$ cat config.mk
export PLATFORM = sky130hd
export DESIGN_NAME = alu_load_sequencer
export DESIGN_NICKNAME = d
export VERILOG_FILES = /design/src/rtl/alu_load_sequencer.sv
export SDC_FILE = /design/constraint.sdc
export NUM_CORES = 1
export LEC_CHECK = 0
export CAP_MARGIN = 40
export CORE_MARGIN = 2
export CORE_UTILIZATION = 25
export CTS_BUF_LIST = sky130_fd_sc_hd__clkbuf_4 sky130_fd_sc_hd__clkbuf_8
export CTS_CLUSTER_SIZE = 25
export DETAILED_ROUTE_END_ITERATION = 12
export GPL_ROUTABILITY_DRIVEN = 0
export SLEW_MARGIN = 5
export SYNTH_ARGS = -nofsm -noshare
export SYNTH_HDL_FRONTEND = slang
export SYNTH_SLANG_ARGS = --single-unit
$ cat constraint.sdc
create_clock -name clk -period 4.8 [get_ports clk]
set_clock_uncertainty 0.2 [all_clocks]
set_input_delay 1.44 -clock clk [delete_from_list [all_inputs] [get_ports clk]]
set_output_delay 1.44 -clock clk [all_outputs]
set_load 0.01 [all_outputs]
$ cat src/rtl/alu_load_sequencer.sv
// Sequences one ALU command onto the shared 10-bit load bus (op, src, dest),
// waits a settle time, captures result/flags and holds them until consumed.
module alu_load_sequencer #(
    parameter int unsigned SETTLE_CYCLES = 1,
    parameter bit          OP_REUSE      = 1'b1,
    localparam int unsigned OP_W   = 8,
    localparam int unsigned DATA_W = 10,
    localparam int unsigned RES_W  = 16,
    localparam int unsigned FLAG_W = 5,
    localparam int unsigned CNT_W  = 16
) (
    input  logic              clk,
    input  logic              reset,
    input  logic              cmd_valid,
    output logic              cmd_ready,
    input  logic [OP_W-1:0]   cmd_op,
    input  logic [DATA_W-1:0] cmd_src,
    input  logic [DATA_W-1:0] cmd_dest,
    output logic [DATA_W-1:0] alu_data,
    output logic              alu_ld_op_code,
    output logic              alu_ld_src,
    output logic              alu_ld_dest,
    input  logic [RES_W-1:0]  alu_out,
    input  logic [FLAG_W-1:0] alu_flags,
    output logic              res_valid,
    input  logic              res_ready,
    output logic [RES_W-1:0]  res_data,
    output logic [FLAG_W-1:0] res_flags,
    output logic              busy,
    output logic [CNT_W-1:0]  op_count
);

    localparam int unsigned WAIT_W = 4;

    typedef enum logic [2:0] {
        S_IDLE, S_LD_OP, S_LD_SRC, S_LD_DEST, S_WAIT, S_DONE
    } state_t;

    state_t              state_q, state_d;
    logic                cmd_ready_q, cmd_ready_d;
    logic                busy_q, busy_d;
    logic                ld_op_q, ld_op_d, ld_src_q, ld_src_d, ld_dest_q, ld_dest_d;
    logic [DATA_W-1:0]   data_q, data_d;
    logic [OP_W-1:0]     op_q, op_d, last_op_q, last_op_d;
    logic                last_vld_q, last_vld_d;
    logic [DATA_W-1:0]   src_q, src_d, dest_q, dest_d;
    logic [WAIT_W-1:0]   wait_q, wait_d;
    logic                res_valid_q, res_valid_d;
    logic [RES_W-1:0]    res_data_q, res_data_d;
    logic [FLAG_W-1:0]   res_flags_q, res_flags_d;
    logic [CNT_W-1:0]    op_count_q;
    logic                op_inc_c;

    // Next-state and next-output logic; strobes/data default to idle-bus values
    always_comb begin
        state_d     = state_q;
        cmd_ready_d = cmd_ready_q;
        busy_d      = busy_q;
        ld_op_d     = 1'b0;
        ld_src_d    = 1'b0;
        ld_dest_d   = 1'b0;
        data_d      = '0;
        op_d        = op_q;
        src_d       = src_q;
        dest_d      = dest_q;
        last_op_d   = last_op_q;
        last_vld_d  = last_vld_q;
        wait_d      = wait_q;
        res_valid_d = res_valid_q;
        res_data_d  = res_data_q;
        res_flags_d = res_flags_q;
        op_inc_c    = 1'b0;
        unique case (state_q)
            S_IDLE: begin
                if (cmd_valid && cmd_ready_q) begin
                    op_d        = cmd_op;
                    src_d       = cmd_src;
                    dest_d      = cmd_dest;
                    cmd_ready_d = 1'b0;
                    busy_d      = 1'b1;
                    // ALU already holds this opcode: go straight to the source load
                    if (OP_REUSE && last_vld_q && (cmd_op == last_op_q)) begin
                        state_d  = S_LD_SRC;
                        ld_src_d = 1'b1;
                        data_d   = cmd_src;
                    end else begin
                        state_d = S_LD_OP;
                        ld_op_d = 1'b1;
                        data_d  = {2'b00, cmd_op};
                    end
                end
            end
            S_LD_OP: begin
                last_op_d  = op_q;
                last_vld_d = 1'b1;
                state_d    = S_LD_SRC;
                ld_src_d   = 1'b1;
                data_d     = src_q;
            end
            S_LD_SRC: begin
                state_d   = S_LD_DEST;
                ld_dest_d = 1'b1;
                data_d    = dest_q;
            end
            S_LD_DEST: begin
                state_d = S_WAIT;
                wait_d  = WAIT_W'(SETTLE_CYCLES - 1);
            end
            S_WAIT: begin
                if (wait_q == '0) begin
                    res_data_d  = alu_out;
                    res_flags_d = alu_flags;
                    res_valid_d = 1'b1;
                    state_d     = S_DONE;
                end else begin
                    wait_d = wait_q - WAIT_W'(1);
                end
            end
            S_DONE: begin
                if (res_ready) begin
                    res_valid_d = 1'b0;
                    op_inc_c    = 1'b1;
                    cmd_ready_d = 1'b1;
                    busy_d      = 1'b0;
                    state_d     = S_IDLE;
                end
            end
            default: state_d = S_IDLE;
        endcase
    end

    always_ff @(posedge clk) begin
        if (reset) begin
            state_q     <= S_IDLE;
            cmd_ready_q <= 1'b1;
            busy_q      <= 1'b0;
            ld_op_q     <= 1'b0;
            ld_src_q    <= 1'b0;
            ld_dest_q   <= 1'b0;
            data_q      <= '0;
            op_q        <= '0;
            src_q       <= '0;
            dest_q      <= '0;
            last_op_q   <= '0;
            last_vld_q  <= 1'b0;
            wait_q      <= '0;
            res_valid_q <= 1'b0;
            res_data_q  <= '0;
            res_flags_q <= '0;
            op_count_q  <= '0;
        end else begin
            state_q     <= state_d;
            cmd_ready_q <= cmd_ready_d;
            busy_q      <= busy_d;
            ld_op_q     <= ld_op_d;
            ld_src_q    <= ld_src_d;
            ld_dest_q   <= ld_dest_d;
            data_q      <= data_d;
            op_q        <= op_d;
            src_q       <= src_d;
            dest_q      <= dest_d;
            last_op_q   <= last_op_d;
            last_vld_q  <= last_vld_d;
            wait_q      <= wait_d;
            res_valid_q <= res_valid_d;
            res_data_q  <= res_data_d;
            res_flags_q <= res_flags_d;
            if (op_inc_c) begin
                op_count_q <= op_count_q + CNT_W'(1);
            end
        end
    end

    assign cmd_ready      = cmd_ready_q;
    assign busy           = busy_q;
    assign alu_ld_op_code = ld_op_q;
    assign alu_ld_src     = ld_src_q;
    assign alu_ld_dest    = ld_dest_q;
    assign alu_data       = data_q;
    assign res_valid      = res_valid_q;
    assign res_data       = res_data_q;
    assign res_flags      = res_flags_q;
    assign op_count       = op_count_q;

endmodule

Word level (Yosys, flattened, before mapping):

Cells that the tools add are included.

* add/subtract/negate cells: 2
* equality and inequality tests: 10
* multiplexer cells: 25
* bitwise operators: 2
* reductions and logical operators: 14

Operators by type and width (number)
* case mux 10 bit (3 select lines): 1
* 2-to-1 mux 10 bit: 2
* case mux 3 bit (6 select lines): 1
* adder 16 x 1 -> 16 bit (second input constant): 1
* 2-to-1 mux 1 bit: 11
* 2-to-1 mux 3 bit: 3
* AND reduction 3 bit: 3
* == test 8 bit: 1
* != test 2 bit (second input constant): 4
* case mux 1 bit (2 select lines): 4
* case mux 4 bit (2 select lines): 1
* == test 3 x 2 -> 1 bit (second input constant): 2
* == test 3 bit (second input constant): 2
* AND reduction 2 bit: 3
* nonzero test 2 bit: 3
* logical NOT 4 bit: 1
* 2-to-1 mux 4 bit: 1
* subtractor 4 x 1 -> 4 bit (second input constant): 1
* == test 3 x 1 -> 1 bit (second input constant): 1
* logical NOT 3 bit: 1
* OR reduction 3 bit: 1
* logical AND 1 bit: 2
* 2-to-1 mux 2 bit: 1
* NOT 1 bit: 2

* flip-flop bits (word level): 97
* logic and storage cells: 70

Logic depth before layout (Yosys ltp):

Gate-level depths: netlist of the first run.

* depth in word-level cells: 5
* depth in mapped cells: 7
* mapped depth without buffers: 6

Worst setup path after synthesis of the first run:

Ideal clock, no wire load.

* kind: input port to flip-flop
* from: in cmd_op[5]
* to: reg data_q[3], in the netlist alu_data[3]
* setup time: 0.120 ns
* arrival time: 2.559 ns
* required time: 4.480 ns
* slack: 1.922 ns
* stages: 5
* cells stage by stage: xor2_1 nor4_2 buf_2 a311oi_1 a211o_1

* cells in the longest elaborated chain, start to end: 5

RTL lines
* from (decl): line 16 `input logic [OP_W-1:0] cmd_op,`
* == test 8 bit: line 82 `if (OP_REUSE && last_vld_q && (cmd_op == last_op_q)) begin`
* logical AND 1 bit: line 82
* 2-to-1 mux 10 bit: line 82
* 2-to-1 mux 10 bit: line 75 `if (cmd_valid && cmd_ready_q) begin`
* case mux 10 bit (3 select lines): line 73 `unique case (state_q)`
* to (signal assigned): line 158 `data_q <= data_d;`
* to (decl): line 43 `logic [DATA_W-1:0] data_q, data_d;`

No other way between the ends.
A chain may end at the register's enable or synchronous reset.

Worst setup path in the final report of the first run:

* from: in cmd_op[6]
* to: reg data_q[1], in the netlist alu_data[1]

Same word-level chain as after synthesis.

==> flow_metrics.tcl, run 1 <==
set metrics [dict create \
    status "finished clean" \
    fmax_mhz 301 \
    drv_slew 0 \
    wl_per_cell_um 13.6 \
    syn2layout_area_growth_pct 35.2 \
    critPathBufInv 2 \
    min_period_ns 3.32 \
    crit_chain "clkdlybuf4s50_1 -> xor2_1 -> nor3_1 -> buf_4 -> a311oi_1 -> a211o_1" \
    pin_count 106 \
    nFillCells 1664 \
    reg2reg_from "state_q[0]" \
    hold_violations 0 \
    final_area_um2 5500 \
    hold_path_depth 2 \
    grt_pass1_vias 3552 \
    synth.avg_cell_area_um2 8.22 \
    r2r_slack_ns 2.44 \
    htree_num_levels 3 \
    gr-total-overflow 0 \
    first_pass_iters 6 \
    peakVddDrop_mv 0.104 \
    remaining_drc_errors 0 \
    grtUsageTotal_pct 12.7 \
    tns_ns 0 \
    row_count 46 \
    cp_max_fo 8 \
    clockBufferDepth 2 \
    cts_resized 0 \
    syn_nets 550 \
    die_y_um 132 \
    tightestPinTransition_ns 0.899 \
    worstSetupPathType "primary input to register" \
    power.density_nw_per_um2 303 \
    vias 3723 \
    maxCapViolations 0 \
    power.leakage_uw 0.00195 \
    timing.rr.end "op_count[15]" \
    pre_cts_ws_ns 1.06 \
    syn_inst 495 \
    ys_async_sr_fraction_pct 0 \
    wirelength_um 11000 \
    cp-start-kind "primary input" \
    synth_area_leaders "dfxtp_1 48%, nand2_1 10%, a21oi_1 8.4%" \
    clock-root-buffer "clkbuf_8" \
    cts_num_sinks 97 \
    rr_worst_depth 4 \
    diodes 0 \
    initial_core_util_pct 25.6 \
    yosysWarnings 0 \
    routed.top_layer "met4" \
    finalCritPeriodShare_pct 69.3 \
    synth-seq-area-share_pct 47.7 \
    place_area_um2 5330 \
    drive_above_1_share_pct 6.08 \
    io_buffers 105 \
    grt_antenna_before_repair 0 \
    cp_data_arrival_time_ns 3.38 \
    drt.antenna.violating_nets 0 \
    slew_headroom_pct 40.0 \
    setup_viol_count_final 0 \
    dr_wl_met3_um 335 \
    crit_path_end_kind "register" \
    core-area_um2 15900 \
    grt_first_pass_wirelength_um 17800 \
    met1_length_um 5110 \
    via_per_inst 4.61 \
    rsz0062_at_grt "false" \
    max_stage_delay_ns 0.61 \
    drt_iter0_markers 188 \
    yosysTopAreaCellShare_pct 47.7 \
    crit_path_top_delay_cell "nor3_1" \
    met2_length_um 5340 \
    synth_seq_cells 97 \
    dieArea_um2 17300 \
    hold_ws_ns 0.257 \
    grt_max_degree 86 \
    post_cts_buffers 0 \
    required_ns 4.86 \
    cts_tree "yes" \
    synth_area_um2 4070 \
    min_to "res_data[9]" \
    hp-start "res_data[9]" \
    cts_buffers 9 \
    clkTransAtPathRegs_ns 0.09 \
    cp.depth 6 \
    hold_path_class "register to register" \
    synth_ff_type "dfxtp_1" \
    ys_types 50 \
    total_power_uw 1670 \
    postCtsHoldBufs 0 \
    synth_edf_count 0 \
    fin_nets 643 \
    worst_slack_ns 1.48 \
    fp.dieW_um 132 \
    path_delay_family "buffers and inverters" \
    yosys.area.top_type "dfxtp_1" \
    insertion_delay_ns 0.37 \
    dpl.hpwl_um 7730 \
]
==> synthesized netlist by cell type, types with 4 or more instances <==
master,number
a21oi_1,68
nand3_1,5
nand2_1,111
and3_1,9
mux2i_1,9
a311oi_1,8
nand4_1,5
a211o_1,8
a22oi_1,11
xor2_1,11
o21ai_0,9
buf_2,11
nor3_1,6
nor2_1,34
dfxtp_1,97
inv_1,11
clkbuf_1,20
or2_2,4
or3_1,9
==> metrics by stage <==
stage               utilization [%]  instances
floorplan                         -        495
global placement               33.4        791
detailed placement             33.5        793
CTS                            34.6        808
global route                   34.6        808
finish                         34.6        808
==> layout make-up <==
cell class | instances | area [um^2] | area share, %
clock buffers | 11 | 145 | 2.64
clock inverters | 4 | 28.8 | 0.523
inverters | 11 | 41.3 | 0.751
multi-input cells | 354 | 1940 | 35.4
flip-flops and latches | 97 | 1940 | 35.3
well taps | 216 | 270 | 4.91
repair buffers | 115 | 1130 | 20.5
==> cell families after synthesis <==
logic type	after synthesis	share of synthesized area, %
AO/OA/AOI/OAI	118	17.6
flip-flops	97	47.7
buffers and inverters	44	4.49
XOR/XNOR	13	2.80
multiplexers	10	2.49
AND/OR/NAND/NOR	211	24.3
adder cells (fa/ha/maj)	2	0.615
==> placed cells by master, fill, tap and decap left out, types with 3 or more instances in the layout <==
| cell | count |
|---|---|
| a211o_1 | 8 |
| a21boi_0 | 3 |
| a21oi_1 | 68 |
| a22oi_1 | 11 |
| a311oi_1 | 8 |
| and3_1 | 9 |
| buf_4 | 9 |
| clkbuf_8 | 10 |
| clkdlybuf4s50_1 | 104 |
| dfxtp_1 | 97 |
| inv_1 | 11 |
| mux2i_1 | 9 |
| nand2_1 | 111 |
| nand2b_1 | 3 |
| nand3_1 | 5 |
| nand4_1 | 5 |
| nor2_1 | 34 |
| nor2b_1 | 3 |
| nor3_1 | 6 |
| o21a_1 | 3 |
| o21ai_0 | 9 |
| o31ai_1 | 3 |
| or2_2 | 4 |
| or3_1 | 9 |
| or4_1 | 3 |
| xor2_1 | 11 |
==> worst min-delay path: stages (launching register included) <==
cell and delay (ns):
dfxtp_1 0.32, nand2_1 0.05, a21oi_1 0.05
==> state kept, by name, summed over array words and instances (netlist names) <==
register / cells
src_q: 10
wait_q: 4
state_q: 3
alu_ld_op_code: 1
cmd_ready: 1
op_count: 16
last_op_q: 8
busy: 1
alu_ld_dest: 1
dest_q: 10
op_q: 8
res_valid: 1
res_flags: 5
alu_ld_src: 1
res_data: 16
alu_data: 10
last_vld_q: 1
==> how the worst max path moves through the flow <==
stage	from	slack (ns)	end
final	cmd_op[6]	1.48	alu_data[1]
after global routing	cmd_op[1]	1.37	alu_data[1]
after CTS	cmd_op[6]	1.46	alu_data[1]
after detailed placement	cmd_op[6]	1.06	alu_data[1]
after global placement	cmd_op[1]	1.12	alu_data[1]
after floorplan	cmd_op[5]	1.92	alu_data[3]
==> metal layers <==
layer,up-vias,global-route usage (%)
li1,1886,-
met1,1742,15.9
met2,84,21.3
met3,11,2.24
met4,0,5.43
met5,-,0
==> report_power, final <==
part           internal (uW)  switching (uW)  total [uW]
clock network            207             280         487
registers                853            34.7         888
logic                    137             156         292
total                   1200             470        1670
Note: power is estimated with default switching activity, not from simulation.
==> inputs of run 2 (changes only) <==
==> constraint.sdc (replaced) <==
create_clock -name clk -period 3.4 [get_ports clk]
set_clock_uncertainty 0.2 [all_clocks]
set_input_delay 1.02 -clock clk [delete_from_list [all_inputs] [get_ports clk]]
set_output_delay 1.02 -clock clk [all_outputs]
set_load 0.01 [all_outputs]
==> flow_metrics.tcl, run 2 (synthesis gave the netlist of run 1 again) <==
set metrics [dict create \
    status "finished clean" \
    clock-root-buffer "clkbuf_8" \
    first_pass_iters 4 \
    gr-total-overflow 0 \
    insertion_delay_ns 0.37 \
    cp-start-kind "register" \
    fin_nets 649 \
    peakVddDrop_mv 0.163 \
    postCtsHoldBufs 0 \
    p_switching_uw 697 \
    crit_path_start "op_count[2]" \
    final_common_cell "nand2_1" \
    drt.antenna.violating_nets 0 \
    wirelength_um 11300 \
    remaining_drc_errors 0 \
    reg2reg_from "state_q[0]" \
    cts_num_sinks 97 \
    cts_tree "yes" \
    cp_data_arrival_time_ns 1.50 \
    p_seq_share_pct 49.4 \
    pin_count 106 \
    io_buffers 105 \
    hold_violations 0 \
    cts_buffers 9 \
    via_per_inst 4.66 \
    fp.dieW_um 132 \
    max_stage_delay_ns 0.60 \
    cts_resized 0 \
    wl_per_cell_um 13.9 \
    grt_first_pass_wirelength_um 18500 \
    tightestPinTransition_ns 0.851 \
    maxCapViolations 0 \
    power.leakage_uw 0.00201 \
    core-area_um2 15900 \
    hold_path_class "register to register" \
    grtUsageTotal_pct 13.1 \
    grt_max_degree 34 \
    final_util_pct 35.2 \
    p_clk_share_pct 33.8 \
    post_cts_buffers 0 \
    syn2layout_area_growth_pct 37.4 \
    total_power_uw 2540 \
    tns_ns 0 \
    finalCritPeriodShare_pct 80.0 \
    required_ns 2.18 \
    die_y_um 132 \
    initial_core_util_pct 25.6 \
    dpl.hpwl_um 8050 \
    worstSetupPathType "register to output pin" \
    rsz0062_at_grt "false" \
    crit_path_end_kind "output pin" \
    drv_slew 0 \
    htree_num_levels 3 \
    p_int_uw 1840 \
    fmax_mhz 367 \
    drive_above_1_share_pct 7.18 \
    pre_cts_ws_ns 0.360 \
    dieArea_um2 17300 \
    path_delay_family "buffers and inverters" \
    power.density_nw_per_um2 454 \
    cp_max_fo 6 \
    clockBufferDepth 2 \
    crit_chain "clkdlybuf4s50_1" \
    critPathBufInv 1 \
    layout_common_cells "111 x nand2_1, 104 x clkdlybuf4s50_1, 97 x dfxtp_1" \
    worst_slack_ns 0.679 \
    p_sw_share_pct 27.4 \
    slew_headroom_pct 43.1 \
    hold_ws_ns 0.260 \
    crit_path_top_delay_cell "clkdlybuf4s50_1" \
    clkTransAtPathRegs_ns 0.09 \
    combPwrFrac_pct 16.8 \
    row_count 46 \
    min_period_ns 2.72 \
    setup_viol_count_final 0 \
    grt_antenna_before_repair 0 \
    diodes 0 \
    vias 3796 \
    drt_iter0_markers 198 \
    grt_pass1_vias 3670 \
    hp-start "src_q[8]" \
]
[run 2: changes by cell type in the layout (fill, tap and decap cells not counted)]
cell / delta
buf_4: +7
clkbuf_4: -1
bufinv_16: +2
buf_8: -1
[run 2: final timing paths]
| check | to | slack, ns | cells after the start |
|---|---|---|---|
| worst max-delay path | op_count[2] | 0.68 | 1 |
| worst min-delay path | src_q[8] | 0.26 | 2 |
| worst max register to register | src_q[1] | 1.14 | 5 |
| worst min register to register | src_q[8] | 0.26 | 2 |
[run 2: final cells by class]
| cell class | count | area (um^2) |
|---|---|---|
| clock buffer | 10 | 138 |
| clock inverter | 6 | 88.8 |
| fill | 1667 | 10300 |
| inverter | 11 | 41.3 |
| multi-input combinational | 354 | 1940 |
| sequential | 97 | 1940 |
| tap | 216 | 270 |
| timing repair buffer | 121 | 1170 |
[run 2: through the flow]
stage | std cells | area [um^2]
2_1_floorplan | 495 | 4070
3_3_place_gp | 799 | 5360
3_5_place_dp | 799 | 5360
4_1_cts | 815 | 5590
5_1_grt | 815 | 5590
6_report | 815 | 5590
[run 2: worst min-delay path, cell delays in order (launching register included)]
cell and delay (ns):
dfxtp_1 0.32, nand2_1 0.05, a21oi_1 0.05
[run 2: per-layer routing]
layer  track usage (%)  vias to the layer above  part of all wire (%)
li1                  -                     1897                     -
met1              16.4                     1826                    46
met2              22.2                       57                    50
met3              2.12                       16                   2.5
met4              5.68                        0                   1.9
met5                 0                        -                     0
[run 2: power groups by stage]
stage	Clock, uW	Sequential [uW]	Combinational, uW
3_3_place_gp	0	1280	418
5_1_grt	938	1260	470
3_5_place_dp	0	1280	429
4_1_cts	888	1250	430
2_1_floorplan	0	1270	239
6_report	858	1250	427
==> inputs of run 3 (changes only) <==
==> constraint.sdc (replaced) <==
create_clock -name clk -period 2.5 [get_ports clk]
set_clock_uncertainty 0.2 [all_clocks]
set_input_delay 0.75 -clock clk [delete_from_list [all_inputs] [get_ports clk]]
set_output_delay 0.75 -clock clk [all_outputs]
set_load 0.01 [all_outputs]
==> flow_metrics.tcl, run 3 (synthesis gave the netlist of run 1 again) <==
set metrics [dict create \
    final_cell_count_no_fill 836 \
    final_common_cell "nand2_1" \
    finalCritPeriodShare_pct 95.2 \
    status "finished clean" \
    max_stage_delay_ns 0.47 \
    crit_path_end_kind "register" \
    required_ns 2.62 \
    clock-root-buffer "clkbuf_8" \
    crit_path_start "cmd_op[5]" \
    tightestPinTransition_ns 0.456 \
    clkTransAtPathRegs_ns 0.09 \
    dieArea_um2 17300 \
    total_power_uw 3400 \
    crit_chain "clkdlybuf4s50_1 -> xor2_1 -> nor4_2 -> buf_4 -> and3_1 -> a211o_1" \
    fp.dieW_um 132 \
    dp.cells 820 \
    cts_buffers 9 \
    crit_path_top_delay_cell "clkdlybuf4s50_1" \
    grtUsageTotal_pct 12.9 \
    cts_num_sinks 97 \
    hp-start "res_data[6]" \
    clockBufferDepth 2 \
    dpl.hpwl_um 8090 \
    diodes 0 \
    cp.depth 6 \
    nFillCells 1648 \
    hold_path_class "register to register" \
    path_delay_family "buffers and inverters" \
    wirelength_um 11200 \
    timing.rr.end "op_count[15]" \
    first_pass_iters 5 \
    cp-start-kind "primary input" \
    worst_slack_ns 0.120 \
    fmax_mhz 420 \
    power.density_nw_per_um2 591 \
    insertion_delay_ns 0.38 \
    syn2layout_area_growth_pct 41.3 \
    tns_ns 0 \
    grt_pass1_vias 3715 \
    grt_first_pass_wirelength_um 18300 \
    drive_above_1_share_pct 10.3 \
    hold_violations 0 \
    die_y_um 132 \
    drt_iter0_markers 239 \
    io_buffers 105 \
    rr_worst_depth 4 \
    postCtsHoldBufs 0 \
    remaining_drc_errors 0 \
    row_count 46 \
    drt.antenna.violating_nets 0 \
    cp_data_arrival_time_ns 2.50 \
    via_per_inst 4.60 \
    critPathBufInv 2 \
    worstSetupPathType "primary input to register" \
    initial_core_util_pct 25.6 \
    min_period_ns 2.38 \
    maxCapViolations 0 \
    reg2reg_from "op_count[4]" \
    vias 3843 \
    peakVddDrop_mv 0.235 \
    cp_max_fo 10 \
    pin_count 106 \
    r2r_slack_ns 0.48 \
    post_cts_buffers 0 \
    fin_nets 670 \
    cts_tree "yes" \
    pre_cts_ws_ns -0.243 \
    layout_common_cells "111 x nand2_1, 104 x clkdlybuf4s50_1, 97 x dfxtp_1" \
    grt_antenna_before_repair 0 \
    hold_path_depth 2 \
    wl_per_cell_um 13.4 \
    min_to "res_data[6]" \
    setup_viol_count_final 0 \
    power.leakage_uw 0.00211 \
    rsz0062_at_grt "false" \
    core-area_um2 15900 \
    slew_headroom_pct 69.6 \
    htree_num_levels 3 \
    grt_max_degree 44 \
    gr-total-overflow 0 \
    final_util_pct 36.2 \
    drv_slew 0 \
    cts_resized 0 \
]
[run 3: power by group]
group	switching, uW	total [uW]	internal [uW]
registers	61.7	1700	1640
clock network	554	1070	515
logic	315	628	313
[run 3: tightest hold or removal path: stages (launching register included)]
cell and delay, ns:
dfxtp_1 0.32, nand2_1 0.05, a21oi_1 0.05
[run 3: worst max path at each step]
stage and endpoint:
6_report alu_data[0], 5_1_grt alu_data[2], 4_1_cts op_count[3], 3_5_place_dp alu_data[0], 3_3_place_gp alu_data[6], 2_1_floorplan alu_data[3]
[run 3: stage by stage]
| stage | area [um^2] | hold WS [ns] |
|---|---|---|
| detailed placement | 5550 | 0.245 |
| CTS | 5750 | 0.258 |
| global placement | 5550 | 0.242 |
| global route | 5750 | 0.276 |
| finish | 5750 | 0.256 |
| floorplan | 4070 | 0.233 |
[run 3: per-layer routing]
metal | vias to the layer above | track usage (%) | wire length [um]
met1 | 1834 | 15.9 | 5130
li1 | 1936 | - | -
met3 | 11 | 3.13 | 414
met2 | 62 | 21.7 | 5500
met5 | - | 0 | 0
met4 | 0 | 4.89 | 172
[run 3: area by class of cell]
cell class              count  area, um^2  share of cell area (%)
flip-flops and latches     97        1940                    33.8
clock buffers              12         153                    2.65
well taps                 216         270                    4.70
inverters                  11        41.3                   0.718
clock inverters             4        51.3                   0.892
repair buffers            142        1350                    23.5
multi-input cells         354        1940                    33.8
